--- config.mk ---
export PLATFORM = sky130hd
export DESIGN_NAME = seg7_scan_driver
export DESIGN_NICKNAME = d
export VERILOG_FILES = /design/src/rtl/seg7_pkg.sv /design/src/rtl/seg7_digit_select.sv /design/src/rtl/seg7_scan_driver.sv
export SDC_FILE = /design/constraint.sdc
export NUM_CORES = 1
export LEC_CHECK = 0
export CORE_ASPECT_RATIO = 1.5
export CORE_MARGIN = 2
export CORE_UTILIZATION = 35
export CTS_CLUSTER_DIAMETER = 40
export DETAILED_ROUTE_END_ITERATION = 7
export GPL_ROUTABILITY_DRIVEN = 0
export PLACE_DENSITY = 0.63
export SLEW_MARGIN = 20
export SYNTH_ARGS = -nofsm -noshare
export SYNTH_HDL_FRONTEND = slang
export SYNTH_SLANG_ARGS = --single-unit
export TNS_END_PERCENT = 1
--- constraint.sdc ---
create_clock -name clk -period 3.53 [get_ports clk]
set_clock_uncertainty 0.15 [all_clocks]
set_input_delay 0.353 -clock clk [delete_from_list [all_inputs] [get_ports clk]]
set_output_delay 0.353 -clock clk [all_outputs]
set_load 0.1 [all_outputs]
--- src/rtl/seg7_pkg.sv ---
// Shared segment constants and the hex-to-segment decoder for the seven-segment scan driver.
// All patterns are active-low, packed as {g,f,e,d,c,b,a}.
package seg7_pkg;

  localparam logic [6:0] SEG_BLANK = 7'b1111111;
  localparam logic [6:0] SEG_MINUS = 7'b0111111;

  function automatic logic [6:0] hex_to_seg(input logic [3:0] nib);
    logic [6:0] pat;
    case (nib)
      4'h0: pat = 7'b1000000;
      4'h1: pat = 7'b1111001;
      4'h2: pat = 7'b0100100;
      4'h3: pat = 7'b0110000;
      4'h4: pat = 7'b0011001;
      4'h5: pat = 7'b0010010;
      4'h6: pat = 7'b0000010;
      4'h7: pat = 7'b1111000;
      4'h8: pat = 7'b0000000;
      4'h9: pat = 7'b0010000;
      4'hA: pat = 7'b0001000;
      4'hB: pat = 7'b0000011;
      4'hC: pat = 7'b1000110;
      4'hD: pat = 7'b0100001;
      4'hE: pat = 7'b0000110;
      default: pat = 7'b0001110;
    endcase
    return pat;
  endfunction

endpackage

--- src/rtl/seg7_digit_select.sv ---
// Combinational content for the currently scanned digit: hex decode, leading-zero blanking,
// minus-sign placement and the decimal point.
module seg7_digit_select
  import seg7_pkg::*;
#(
  parameter int NUM_DIGITS = 4,
  localparam int IDX_W = (NUM_DIGITS > 1) ? $clog2(NUM_DIGITS) : 1
) (
  input  logic [4*NUM_DIGITS-1:0] value,
  input  logic                    negative,
  input  logic [NUM_DIGITS-1:0]   dp_mask,
  input  logic                    lzb_en,
  input  logic [IDX_W-1:0]        idx,
  output logic [6:0]              seg,
  output logic                    dp
);

  logic [NUM_DIGITS-1:0] blank;
  logic [IDX_W-1:0]      minus_pos;
  logic                  zero_run;
  logic [3:0]            nib;
  logic                  blank_sel;

  always_comb begin
    blank    = '0;
    zero_run = 1'b1;
    // Walk down from the top digit; digit 0 is never part of the blanked run.
    for (int i = NUM_DIGITS - 1; i >= 1; i--) begin
      zero_run = zero_run && (value[4*i +: 4] == 4'h0);
      blank[i] = lzb_en && zero_run;
    end

    // The blanked run is contiguous from the top, so the last hit is its lowest position.
    minus_pos = IDX_W'(NUM_DIGITS - 1);
    for (int i = NUM_DIGITS - 1; i >= 1; i--) begin
      if (blank[i]) minus_pos = IDX_W'(i);
    end

    nib       = 4'h0;
    dp        = 1'b1;
    blank_sel = 1'b0;
    for (int i = 0; i < NUM_DIGITS; i++) begin
      if (idx == IDX_W'(i)) begin
        nib       = value[4*i +: 4];
        dp        = ~dp_mask[i];
        blank_sel = blank[i];
      end
    end

    if (negative && (idx == minus_pos)) seg = SEG_MINUS;
    else if (blank_sel)                 seg = SEG_BLANK;
    else                                seg = hex_to_seg(nib);
  end

endmodule

--- src/rtl/seg7_scan_driver.sv ---
// Time-multiplexed common-anode seven-segment driver with frame-synchronous value update,
// anti-ghosting guard time at the start of each digit slot and whole-display blink.
module seg7_scan_driver
  import seg7_pkg::*;
#(
  parameter int NUM_DIGITS   = 4,
  parameter int SCAN_DIV     = 100000,
  parameter int GUARD        = 500,
  parameter int BLINK_FRAMES = 250
) (
  input  logic                    clk,
  input  logic                    rst_n,
  input  logic [4*NUM_DIGITS-1:0] value,
  input  logic                    negative,
  input  logic                    load,
  input  logic                    lzb_en,
  input  logic [NUM_DIGITS-1:0]   dp_mask,
  input  logic                    blink_en,
  output logic [6:0]              seg,
  output logic                    dp,
  output logic [NUM_DIGITS-1:0]   an,
  output logic                    frame_tick
);

  localparam int IDX_W = (NUM_DIGITS > 1) ? $clog2(NUM_DIGITS) : 1;
  localparam int CNT_W = $clog2(SCAN_DIV);
  localparam int BLK_W = $clog2(BLINK_FRAMES + 1);

  localparam logic [CNT_W-1:0] SLOT_LAST = CNT_W'(SCAN_DIV - 1);
  localparam logic [CNT_W-1:0] SLOT_PRE  = CNT_W'(SCAN_DIV - 2);
  localparam logic [CNT_W-1:0] GUARD_END = CNT_W'(GUARD);
  localparam logic [IDX_W-1:0] IDX_LAST  = IDX_W'(NUM_DIGITS - 1);
  localparam logic [BLK_W-1:0] BLK_LAST  = BLK_W'(BLINK_FRAMES - 1);

  logic [CNT_W-1:0]        cnt_p0;
  logic [IDX_W-1:0]        idx_p0;
  logic                    slot_end;
  logic                    frame_end;
  logic                    frame_pre;
  logic                    in_guard;

  logic [4*NUM_DIGITS-1:0] pend_val;
  logic                    pend_neg;
  logic [NUM_DIGITS-1:0]   pend_dp;
  logic [4*NUM_DIGITS-1:0] shd_val;
  logic                    shd_neg;
  logic [NUM_DIGITS-1:0]   shd_dp;

  logic                    blink_on;
  logic [BLK_W-1:0]        blink_cnt;

  logic [6:0]              dsel_seg;
  logic                    dsel_dp;

  logic [6:0]              seg_p1;
  logic                    dp_p1;
  logic [NUM_DIGITS-1:0]   an_p1;
  logic                    tick_p1;

  assign slot_end  = (cnt_p0 == SLOT_LAST);
  assign frame_end = slot_end && (idx_p0 == IDX_LAST);
  assign frame_pre = (cnt_p0 == SLOT_PRE) && (idx_p0 == IDX_LAST);
  assign in_guard  = (cnt_p0 < GUARD_END);

  // ---- stage p0: scan counters, pending/shadow capture, blink phase ----
  always_ff @(posedge clk or negedge rst_n) begin
    if (!rst_n) begin
      cnt_p0    <= '0;
      idx_p0    <= '0;
      pend_val  <= '0;
      pend_neg  <= 1'b0;
      pend_dp   <= '0;
      shd_val   <= '0;
      shd_neg   <= 1'b0;
      shd_dp    <= '0;
      blink_on  <= 1'b1;
      blink_cnt <= '0;
    end else begin
      cnt_p0 <= slot_end ? '0 : cnt_p0 + CNT_W'(1);
      if (slot_end) idx_p0 <= frame_end ? '0 : idx_p0 + IDX_W'(1);

      if (load) begin
        pend_val <= value;
        pend_neg <= negative;
        pend_dp  <= dp_mask;
      end

      if (frame_end) begin
        // A load on the boundary cycle bypasses pending so it is not delayed a whole frame.
        shd_val <= load ? value    : pend_val;
        shd_neg <= load ? negative : pend_neg;
        shd_dp  <= load ? dp_mask  : pend_dp;

        if (blink_en) begin
          if (blink_cnt == BLK_LAST) begin
            blink_cnt <= '0;
            blink_on  <= ~blink_on;
          end else begin
            blink_cnt <= blink_cnt + BLK_W'(1);
          end
        end else begin
          blink_cnt <= '0;
          blink_on  <= 1'b1;
        end
      end
    end
  end

  seg7_digit_select #(
    .NUM_DIGITS(NUM_DIGITS)
  ) u_digit_select (
    .value   (shd_val),
    .negative(shd_neg),
    .dp_mask (shd_dp),
    .lzb_en  (lzb_en),
    .idx     (idx_p0),
    .seg     (dsel_seg),
    .dp      (dsel_dp)
  );

  // ---- stage p1: registered pin drive ----
  always_ff @(posedge clk or negedge rst_n) begin
    if (!rst_n) begin
      seg_p1  <= SEG_BLANK;
      dp_p1   <= 1'b1;
      an_p1   <= '1;
      tick_p1 <= 1'b0;
    end else begin
      tick_p1 <= frame_pre;
      if (in_guard) begin
        seg_p1 <= SEG_BLANK;
        dp_p1  <= 1'b1;
        an_p1  <= '1;
      end else begin
        seg_p1 <= dsel_seg;
        dp_p1  <= dsel_dp;
        an_p1  <= blink_on ? ~(NUM_DIGITS'(1) << idx_p0) : '1;
      end
    end
  end

  assign seg        = seg_p1;
  assign dp         = dp_p1;
  assign an         = an_p1;
  assign frame_tick = tick_p1;

endmodule
==> qor.csv, run 1 <==
metric,value,unit
vias in the first global route,2720,
cts repair resizes,0,
Synth async-reset ratio,100,%
"Net Count, Synth",377,
post-DP HPWL,5.71,mm
Netlist cell types,46,
PortBufs,38,
CTS Hold Buffers Added,0,
Synth area leaders,"dfrtp_1, dfstp_2, mux2_2, mux2_1, ha_1",
Worst setup SP type,flop,
XOR/XNOR Fraction of Synth Area,3.36,%
ANT nets after route,0,
Worst Hold Path EP,pend_val[3]$_DFF_PN0_,
Synth Area in Simple Gates,15.1,%
nets,416,
"Clk pin slew, worst setup/hold paths",0.06,ns
CP Max Fanout,12,
DRT Pass-1 Iters,4,
WL/cell,14.7,µm
Max H-tree Level,3,
clock sink total,83,
Die H,134,µm
Max-slew headroom,34.9,%
max-slew violations,0,
first-pass GRT wire length,13.2,mm
n_diodes,0,
initial antenna violation count,0,
Post-Synth Adder-Cell Area,4.47,%
post-CTS setup buffers,0,
Worst path slowest cell,dfrtp_1,
Die W,90.4,µm
WL final,7.76,mm
total power,2.07,mW
wl on met1,3.02,mm
final hold violation count,0,
Starting Density,35.6,%
Synth Area in Compound Gates,8.79,%
CP required,3.65,ns
Worst Tran Pin Value,0.974,ns
Avg Inst Size Synth,11.6,µm²
largest net degree at the start of global routing,84,
Peak supply drop,0.000185,V
CP max stage delay,0.42,ns
clock root buffer master,clkbuf_16,
R2R Path Start,idx_p0[0]$_DFFE_PN0N_,
post-route setup TNS,0,ns
post-synthesis mux area share,12.6,%
Final min period,2.64,ns
hold_sp,pend_val[3]$_DFF_PN0_,
CP Cell Sequence,inv_1 -> ha_1 -> a211oi_1 -> a211oi_1 -> buf_4 -> inv_1 -> ha_1 -> nor2_1 -> a21oi_1 -> a211o_1,
final clock period utilization by the worst path,74.6,%
RSZ-0062 raised after global routing,no,
r2r setup slk,0.89,ns
R2R Path End,seg[3]$_DFF_PN1_,
largest family of logic cells by synthesized area,simple AND/OR/NAND/NOR gates,
Crit Path Category,flop to flop,
GRT overflow,0,
cell taking the most area after synthesis,dfrtp_1,
DR vias,2681,
status,"finished, final reports clean",
Setup-failing EPs final,0,
"Seq/Total Area, Yosys",53.5,%
Worst Hold Class,flop to flop,
routed wl met3,221,µm
DIE AREA,0.0121,mm²
Clock Path Buffers,2,
IO Count,39,
synthesis-to-layout area growth,21.6,%
GR Util All Layers,13.9,%
WP data arrival,2.75,ns
share of cells above drive strength 1,16.5,%
Via density,5.08,
met2 WL,4.28,mm
first-iteration detailed-routing DRC count,109,
Rows,47,
Max Clk Rate,0.379,GHz
total CTS buffers,9,
worst skew pair latency,0.34,ns
Core Area,0.0110,mm²
Yosys reg bits,83,
cell count of the worst reg-to-reg path,10,
synthesized area,0.00392,mm²
drc violations,0,
YS warnings,0,
Hold Crit Depth,1,
uppermost routed layer,met4,
Leak,2.02,nW
Max Cap Viol,0,
clock tree from TritonCTS,done,
crit path capture type,flop,
Post-Synthesis Cells,337,
top_reg_cell synth,dfrtp_1,
PD cells,435,mW/mm²
top-area cell type share of the netlist area,44.7,%
Post-synth EDFFs,0,
[power by group]
| group | leakage (nW) | switching (mW) | internal (mW) | total (mW) |
|---|---|---|---|---|
| logic | 0.860 | 0.0643 | 0.0672 | 0.132 |
| registers | 1.01 | 0.0167 | 0.988 | 1.00 |
| clock network | 0.146 | 0.381 | 0.552 | 0.933 |
[logic make-up after synthesis]
| group | after synthesis |
|---|---|
| xor gates and xnor gates | 15 |
| adders and majority gates | 14 |
| buffers and inverters | 22 |
| and+or+nand+nor | 112 |
| AOI/OAI and AO/OA | 47 |
| muxes | 44 |
| DFF | 83 |
[flip-flops by register name, summed over array words and instances, names as in the netlist]
name	cells
an	4
blink_cnt	8
blink_on	1
cnt_p0	17
dp	1
frame_tick	1
idx_p0	2
pend_dp	4
pend_neg	1
pend_val	16
seg	7
shd_dp	4
shd_neg	1
shd_val	16
[layout by cell type, fill, tap and decap left out, drive strengths merged, types with 13 or more instances in the layout]
cell type	netlist	routed
nor2	24	24
mux2	43	43
dfrtp	70	70
nand3	13	13
clkdlybuf4s50	0	37
nand2	28	28
dfstp	13	13
ha	14	14
o21ai	15	15
[stage by stage]
| stage | worst slack [ns] | util [%] | instance area, µm² | std cells | hold slack, ns |
|---|---|---|---|---|---|
| 2_1_floorplan | 0.845 | - | 3920 | 337 | -0.0926 |
| 3_3_place_gp | 0.971 | 40.4 | 4440 | 511 | 0.330 |
| 3_5_place_dp | 0.913 | 40.4 | 4440 | 511 | 0.333 |
| 4_1_cts | 0.895 | 43.2 | 4750 | 527 | 0.0688 |
| 5_1_grt | 0.597 | 43.3 | 4760 | 528 | 0.354 |
| 6_report | 0.895 | 43.3 | 4760 | 528 | 0.344 |
[cell type report]
type / count / area (µm²)
Fill cell: 1036 / 6240
Sequential cell: 83 / 2090
Multi-Input combinational cell: 232 / 1740
Timing Repair Buffer: 42 / 414
Clock buffer: 9 / 225
Tap cell: 147 / 184
Clock inverter: 7 / 77.6
Inverter: 8 / 30.0
[synthesized netlist by cell type, drive strengths merged, types with 2 or more instances]
cell type / n
a21oi: 6
buf: 3
mux2: 43
nor3b: 6
nor2: 24
o21ai: 15
and4: 2
nor4: 4
nand4: 7
o31ai: 5
nand2b: 2
inv: 8
nand2: 28
nor2b: 7
a311o: 3
nand3: 13
clkbuf: 11
nand3b: 5
or2: 2
and2: 3
dfstp: 13
a211o: 5
xor2: 6
and3: 4
xnor2: 9
nor3: 2
ha: 14
a211oi: 5
dfrtp: 70
[critical path: cells and delay by family (launching register included)]
| kind | cells | cell delay, ns |
|---|---|---|
| AND/OR/NAND/NOR | 1 | 0.12 |
| buffers and inverters | 3 | 0.44 |
| flip-flops | 1 | 0.42 |
| adder cells (fa/ha/maj) | 2 | 0.65 |
| AO/OA/AOI/OAI | 4 | 0.79 |
[metal layers]
layer | vias to the layer above | GRT usage, %
met1 | 1330 | 14.0
met4 | 0 | 7.61
met2 | 61 | 26.5
met3 | 19 | 2.83
li1 | 1271 | -
met5 | - | 0
[worst max path at each step]
stage,startpoint,slack [ns],cells past startpoint,end
after floorplan,idx_p0[0]$_DFFE_PN0N_,0.85,10,seg[3]$_DFF_PN1_
after global placement,idx_p0[0]$_DFFE_PN0N_,0.97,5,shd_val[2]$_DFFE_PN0P_
after detailed placement,idx_p0[0]$_DFFE_PN0N_,0.91,5,shd_val[11]$_DFFE_PN0P_
after CTS,idx_p0[0]$_DFFE_PN0N_,0.90,10,seg[3]$_DFF_PN1_
after global routing,idx_p0[0]$_DFFE_PN0N_,0.60,9,seg[6]$_DFF_PN1_
final,idx_p0[0]$_DFFE_PN0N_,0.89,10,seg[3]$_DFF_PN1_
No activity file was read; power rests on OpenSTA's default activity.
==> run 2, diff against run 1 <==
--- a/config.mk
+++ b/config.mk
@@ -11,7 +11,7 @@
 export CTS_CLUSTER_DIAMETER = 40
 export DETAILED_ROUTE_END_ITERATION = 7
 export GPL_ROUTABILITY_DRIVEN = 0
-export PLACE_DENSITY = 0.63
+export PLACE_DENSITY = 0.65
 export SLEW_MARGIN = 20
 export SYNTH_ARGS = -nofsm -noshare
 export SYNTH_HDL_FRONTEND = slang
==> constraint.sdc (replaced) <==
create_clock -name clk -period 2.3 [get_ports clk]
set_clock_uncertainty 0.15 [all_clocks]
set_input_delay 0.23 -clock clk [delete_from_list [all_inputs] [get_ports clk]]
set_output_delay 0.23 -clock clk [all_outputs]
set_load 0.1 [all_outputs]
==> qor.csv, run 2 (synthesis gave the netlist of run 1 again) <==
metric,value,unit,change
Worst path slowest cell,dfrtp_2,,was dfrtp_1
Multi-input gate area,0.00182,mm²,was 0.00174 mm²
Clock Path Buffers,2,,unchanged
Worst setup SP type,flop,,unchanged
worst skew pair latency,0.35,ns,was 0.34 ns
post-DP HPWL,5.55,mm,was 5.71 mm
CP Max Fanout,8,,was 12
IO Count,39,,unchanged
total CTS buffers,9,,unchanged
first-iteration detailed-routing DRC count,119,,was 109
synthesis-to-layout area growth,27.3,%,was 21.6%
DIE AREA,0.0121,mm²,unchanged
WP depth,8,,was 10
Max Cap Viol,0,,unchanged
"most common cell after layout, fill and taps aside",dfrtp_1,,unchanged
Worst Hold Class,input pin to async pin,,was flop to flop
PD cells,686,mW/mm²,was 435 mW/mm²
final cell count without fillers,544,,was 528
RSZ-0062 raised after global routing,yes,,was no
Rows,47,,unchanged
clock tree from TritonCTS,done,,unchanged
Max H-tree Level,3,,unchanged
Top reg by flops,cnt_p0,,unchanged
GR Util All Layers,13.7,%,was 13.9%
Peak supply drop,0.000337,V,was 0.000185 V
clock sink total,83,,unchanged
Setup-failing EPs final,0,,unchanged
Hold Slack,0.298,ns,was 0.344 ns
first-pass GRT wire length,12.8,mm,was 13.2 mm
CP Cell Sequence,buf_4 -> ha_4 -> nor2b_1 -> a211o_1 -> buf_4 -> ha_1 -> a21oi_1 -> a211o_1,,was inv_1 -> ha_1 -> a211oi_1 -> a211oi_1 -> buf_4 -> inv_1 -> ha_1 -> nor2_1 -> a21oi_1 -> a211o_1
ANT nets after route,0,,unchanged
nets,432,,was 416
cell count of the worst reg-to-reg path,8,,was 10
Final min period,2.28,ns,was 2.64 ns
Via density,4.97,,was 5.08
fillers,994,,was 1036
n_diodes,0,,unchanged
initial antenna violation count,0,,unchanged
share of cells above drive strength 1,27.2,%,was 16.5%
Core Area,0.0110,mm²,unchanged
Crit Path Category,flop to flop,,unchanged
Setup crit start,idx_p0[0]$_DFFE_PN0N_,,unchanged
most frequent cells in the layout,"dfrtp_1, buf_4, nand2_1",,"was dfrtp_1, clkdlybuf4s50_1, nand2_1"
DR vias,2701,,was 2681
CP max stage delay,0.45,ns,was 0.42 ns
vias in the first global route,2696,,was 2720
Leak,2.13,nW,was 2.02 nW
Worst Tran Pin Value,0.656,ns,was 0.974 ns
PortBufs,38,,unchanged
GRT overflow,0,,unchanged
crit-path leading delay family,compound AO/OA/AOI/OAI gates,,unchanged
max-slew violations,0,,unchanged
CP required,2.42,ns,was 3.65 ns
final clock period utilization by the worst path,99.1,%,was 74.6%
area occupied by registers,0.00210,mm²,was 0.00209 mm²
Die W,90.4,µm,unchanged
status,"finished, final reports clean",,unchanged
Buffers & Inverters on Critical Path,2,,was 3
max FFs per register,17,,unchanged
final hold violation count,0,,unchanged
drc violations,0,,unchanged
"Clk pin slew, worst setup/hold paths",0.06,ns,about the same
cell count after placement,522,,was 511
WL/cell,14.8,µm,was 14.7 µm
largest net degree at the start of global routing,84,,unchanged
r2r setup slk,0.02,ns,was 0.89 ns
Max Clk Rate,0.439,GHz,was 0.379 GHz
Max-slew headroom,56.0,%,was 34.9%
Critical Path Sink,seg[3]$_DFF_PN1_,,unchanged
WP data arrival,2.40,ns,was 2.75 ns
WL final,8.03,mm,was 7.76 mm
crit path capture type,flop,,unchanged
Die H,134,µm,unchanged
R2R Path End,seg[3]$_DFF_PN1_,,unchanged
clock root buffer master,clkbuf_16,,unchanged
R2R Path Start,idx_p0[0]$_DFFE_PN0N_,,unchanged
Starting Density,35.6,%,unchanged
Largest regs,"cnt_p0 x17, pend_val x16, shd_val x16",,unchanged
DRT Pass-1 Iters,4,,unchanged
==> run 2: cell type report <==
type                            count  share of cell area, %
Clock buffer                       10                   4.80
Clock inverter                      6                   2.26
Inverter                            8                  0.603
Multi-Input combinational cell    233                   36.5
Sequential cell                    83                   42.1
Tap cell                          147                   3.69
Timing Repair Buffer               57                   10.1
==> run 2: report_power, final <==
group	leakage, nW	internal, mW	total, mW	switching (mW)
Sequential	1.01	1.52	1.54	0.0258
Clock	0.173	1.09	1.66	0.573
Combinational	0.950	0.112	0.212	0.0999
Total	2.13	2.72	3.42	0.699
==> run 2: per-layer routing <==
metal | up-vias | global-route usage, % | wire (µm)
met1 | 1330 | 15.0 | 3230
met4 | 0 | 6.92 | 245
met3 | 16 | 4.64 | 332
met2 | 51 | 23.6 | 4230
met5 | - | 0 | 0
li1 | 1304 | - | -
==> run 2: tightest hold or removal path, delay by kind of cell <==
kind	cells	cell delay, ns
buffers and inverters	3	0.97
==> run 2: worst min-delay path by stage <==
stage                     start                  endpoint  slack (ns)  cells past startpoint
after detailed placement  rst_n     pend_val[1]$_DFF_PN0_        0.15                      2
after floorplan           rst_n  blink_cnt[0]$_DFFE_PN0P_       -0.22                      0
after CTS                 rst_n     pend_val[1]$_DFF_PN0_        0.32                      3
after global placement    rst_n     pend_val[4]$_DFF_PN0_        0.14                      2
final                     rst_n     pend_val[1]$_DFF_PN0_        0.30                      3
after global routing      rst_n     pend_val[4]$_DFF_PN0_        0.34                      3
==> run 2: timing repair <==
item	in CTS	in global routing
hold buffers	1	0
cloned	0	1
endpoints found under the setup margin	23	23
gates resized for setup	2	17
pin swaps	0	4
endpoints found under the hold margin	70	0
setup buffers	0	4
==> run 2: stage by stage <==
stage	util (%)	instance area [µm²]	setup WS, ns	setup TNS [ns]	power [mW]
final	45.3	4980	0.0201	0	3.42
after global routing	45.3	4980	-0.0406	-0.273	3.54
after CTS	44.4	4880	-0.0559	-0.140	3.46
after detailed placement	41.0	4510	-0.0424	-0.489	1.78
after global placement	41.0	4510	0.0495	0	1.77
after floorplan	-	3940	-0.00777	-0.00777	1.66
==> run 3, diff against run 2 <==
--- a/config.mk
+++ b/config.mk
@@ -6,7 +6,6 @@
 export NUM_CORES = 1
 export LEC_CHECK = 0
 export CORE_ASPECT_RATIO = 1.5
-export CORE_MARGIN = 2
 export CORE_UTILIZATION = 35
 export CTS_CLUSTER_DIAMETER = 40
 export DETAILED_ROUTE_END_ITERATION = 7
==> qor.csv, run 3 (synthesis gave the netlist of run 1 again) <==
metric,value,unit,change
RSZ-0062 raised after global routing,yes,,unchanged
Via density,5.00,,was 4.97
critical path's most frequent cell,a211o_1,,
Top reg by flops,cnt_p0,,unchanged
"most common cell after layout, fill and taps aside",dfrtp_1,,unchanged
synthesis-to-layout area growth,25.3,%,was 27.3%
Worst setup SP type,flop,,unchanged
Clock Power Share,44.6,%,was 48.7%
drc violations,0,,unchanged
DIE AREA,0.0116,mm²,was 0.0121 mm²
WP data arrival,2.40,ns,about the same
Final min period,2.28,ns,about the same
Max-slew headroom,64.0,%,was 56.0%
Die H,132,µm,was 134 µm
WL/cell,14.7,µm,was 14.8 µm
ANT nets after route,0,,unchanged
Clock Path Buffers,2,,unchanged
crit path capture type,flop,,unchanged
Peak supply drop,0.000247,V,was 0.000337 V
clock sink total,83,,unchanged
nets,432,,unchanged
clock tree from TritonCTS,done,,unchanged
r2r setup slk,0.02,ns,about the same
Setup crit start,idx_p0[0]$_DFFE_PN0N_,,unchanged
CP required,2.42,ns,about the same
DR vias,2703,,was 2701
final design utilization,45.8,%,was 45.3%
Max Clk Rate,0.439,GHz,about the same
PortBufs,38,,unchanged
Buffers & Inverters on Critical Path,2,,unchanged
CP max stage delay,0.47,ns,was 0.45 ns
Core Area,0.0107,mm²,was 0.0110 mm²
largest net degree at the start of global routing,43,,was 84
Crit Path Category,flop to flop,,unchanged
crit-path leading delay family,compound AO/OA/AOI/OAI gates,,unchanged
vias in the first global route,2830,,was 2696
Starting Density,36.6,%,was 35.6%
Comb pwr share,6.7,%,was 6.2%
max FFs per register,17,,unchanged
sw power,0.674,mW,was 0.699 mW
internal cell power,2.50,mW,was 2.72 mW
GR Util All Layers,15.2,%,was 13.7%
post-route cell area,0.00491,mm²,was 0.00498 mm²
clock root buffer master,clkbuf_16,,unchanged
Max H-tree Level,3,,unchanged
GRT overflow,0,,unchanged
Rows,46,,was 47
cell count after placement,523,,was 522
Switching Fraction,21.2,%,was 20.4%
Flop pwr share,48.7,%,was 45.1%
PD cells,646,mW/mm²,was 686 mW/mm²
Leak,2.10,nW,was 2.13 nW
final clock period utilization by the worst path,99.1,%,about the same
post-DP HPWL,5.77,mm,was 5.55 mm
DRT Pass-1 Iters,4,,unchanged
Die W,88.4,µm,was 90.4 µm
n_diodes,0,,unchanged
Setup-failing EPs final,0,,unchanged
Worst Tran Pin Value,0.539,ns,was 0.656 ns
final hold violation count,0,,unchanged
max-slew violations,0,,unchanged
share of cells above drive strength 1,26.4,%,was 27.2%
Worst Hold Class,input pin to async pin,,unchanged
most frequent cells in the layout,"dfrtp_1, buf_4, nand2_1",,unchanged
first-iteration detailed-routing DRC count,103,,was 119
CP Max Fanout,5,,was 8
initial antenna violation count,0,,unchanged
Max Cap Viol,0,,unchanged
"Clk pin slew, worst setup/hold paths",0.06,ns,about the same
CP Cell Sequence,inv_2 -> ha_2 -> nand3b_1 -> a211o_1 -> buf_4 -> ha_1 -> a21oi_1 -> a211o_1,,was buf_4 -> ha_4 -> nor2b_1 -> a211o_1 -> buf_4 -> ha_1 -> a21oi_1 -> a211o_1
placed inst area,0.00453,mm²,was 0.00451 mm²
IO Count,39,,unchanged
total CTS buffers,9,,unchanged
R2R Path Start,idx_p0[0]$_DFFE_PN0N_,,unchanged
WL final,7.94,mm,was 8.03 mm
Worst path slowest cell,dfrtp_2,,unchanged
final cell count without fillers,541,,was 544
worst skew pair latency,0.34,ns,was 0.35 ns
total power,3.17,mW,was 3.42 mW
Largest regs,"cnt_p0 x17, pend_val x16, shd_val x16",,unchanged
first-pass GRT wire length,13.4,mm,was 12.8 mm
status,"finished, final reports clean",,unchanged
[run 3: area by class of cell]
cell class	count	area [µm²]
clock inverter	3	40.0
timing repair buffer	58	502
clock buffer	13	250
multi-input combinational	232	1810
tap	144	180
fill	1005	5800
sequential	83	2100
inverter	8	30.0
[run 3: power groups by stage]
stage	combinational, mW	clock (mW)	sequential (mW)
after detailed placement	0.213	0	1.57
after global placement	0.206	0	1.57
after CTS	0.216	1.44	1.54
final	0.213	1.41	1.54
after floorplan	0.106	0	1.56
after global routing	0.238	1.50	1.55
[run 3: per-stage QoR]
| stage | hold slack, ns | setup slack, ns | TNS (ns) |
|---|---|---|---|
| after detailed placement | 0.101 | -0.0424 | -0.0768 |
| after global placement | 0.0968 | 0.0353 | 0 |
| final | 0.264 | 0.0199 | 0 |
| after CTS | 0.278 | -0.0171 | -0.0171 |
| after global routing | 0.334 | -0.0532 | -0.137 |
| after floorplan | -0.216 | -0.00777 | -0.00777 |
[run 3: per-layer routing]
metal | global-route usage, % | vias up | share of wire, %
met2 | 26.0 | 56 | 53
met4 | 7.80 | 0 | 2.4
met1 | 16.7 | 1325 | 41
met5 | 0 | - | 0
met3 | 4.08 | 16 | 3.5
li1 | - | 1306 | -
[run 3: final timing paths]
| path | end | cells past startpoint |
|---|---|---|
| hold reg to reg | blink_cnt[7]$_DFFE_PN0P_ | 1 |
| setup / recovery | seg[3]$_DFF_PN1_ | 8 |
| min in group clk | blink_cnt[7]$_DFFE_PN0P_ | 1 |
| setup reg to reg | seg[3]$_DFF_PN1_ | 8 |
| max in group asynchronous | blink_on$_DFFE_PN1P_ | 3 |
| hold / removal | pend_val[6]$_DFF_PN0_ | 2 |
[run 3: timing repair]
action | 4_1_cts | 5_1_grt
hold endpoints to repair | 34 | 0
setup endpoints to repair | 7 | 25
resized for setup | 4 | 13
setup buffers | 0 | 1
hold buffers | 1 | 0
gates cloned | 0 | 0
pin swaps | 1 | 2
[run 3: worst register-to-register path: stages (launching register included)]
cell and delay [ns]:
dfrtp_2 0.47, inv_2 0.12, ha_2 0.24, nand3b_1 0.10, a211o_1 0.31, buf_4 0.15, ha_1 0.30, a21oi_1 0.07
a211o_1 0.29
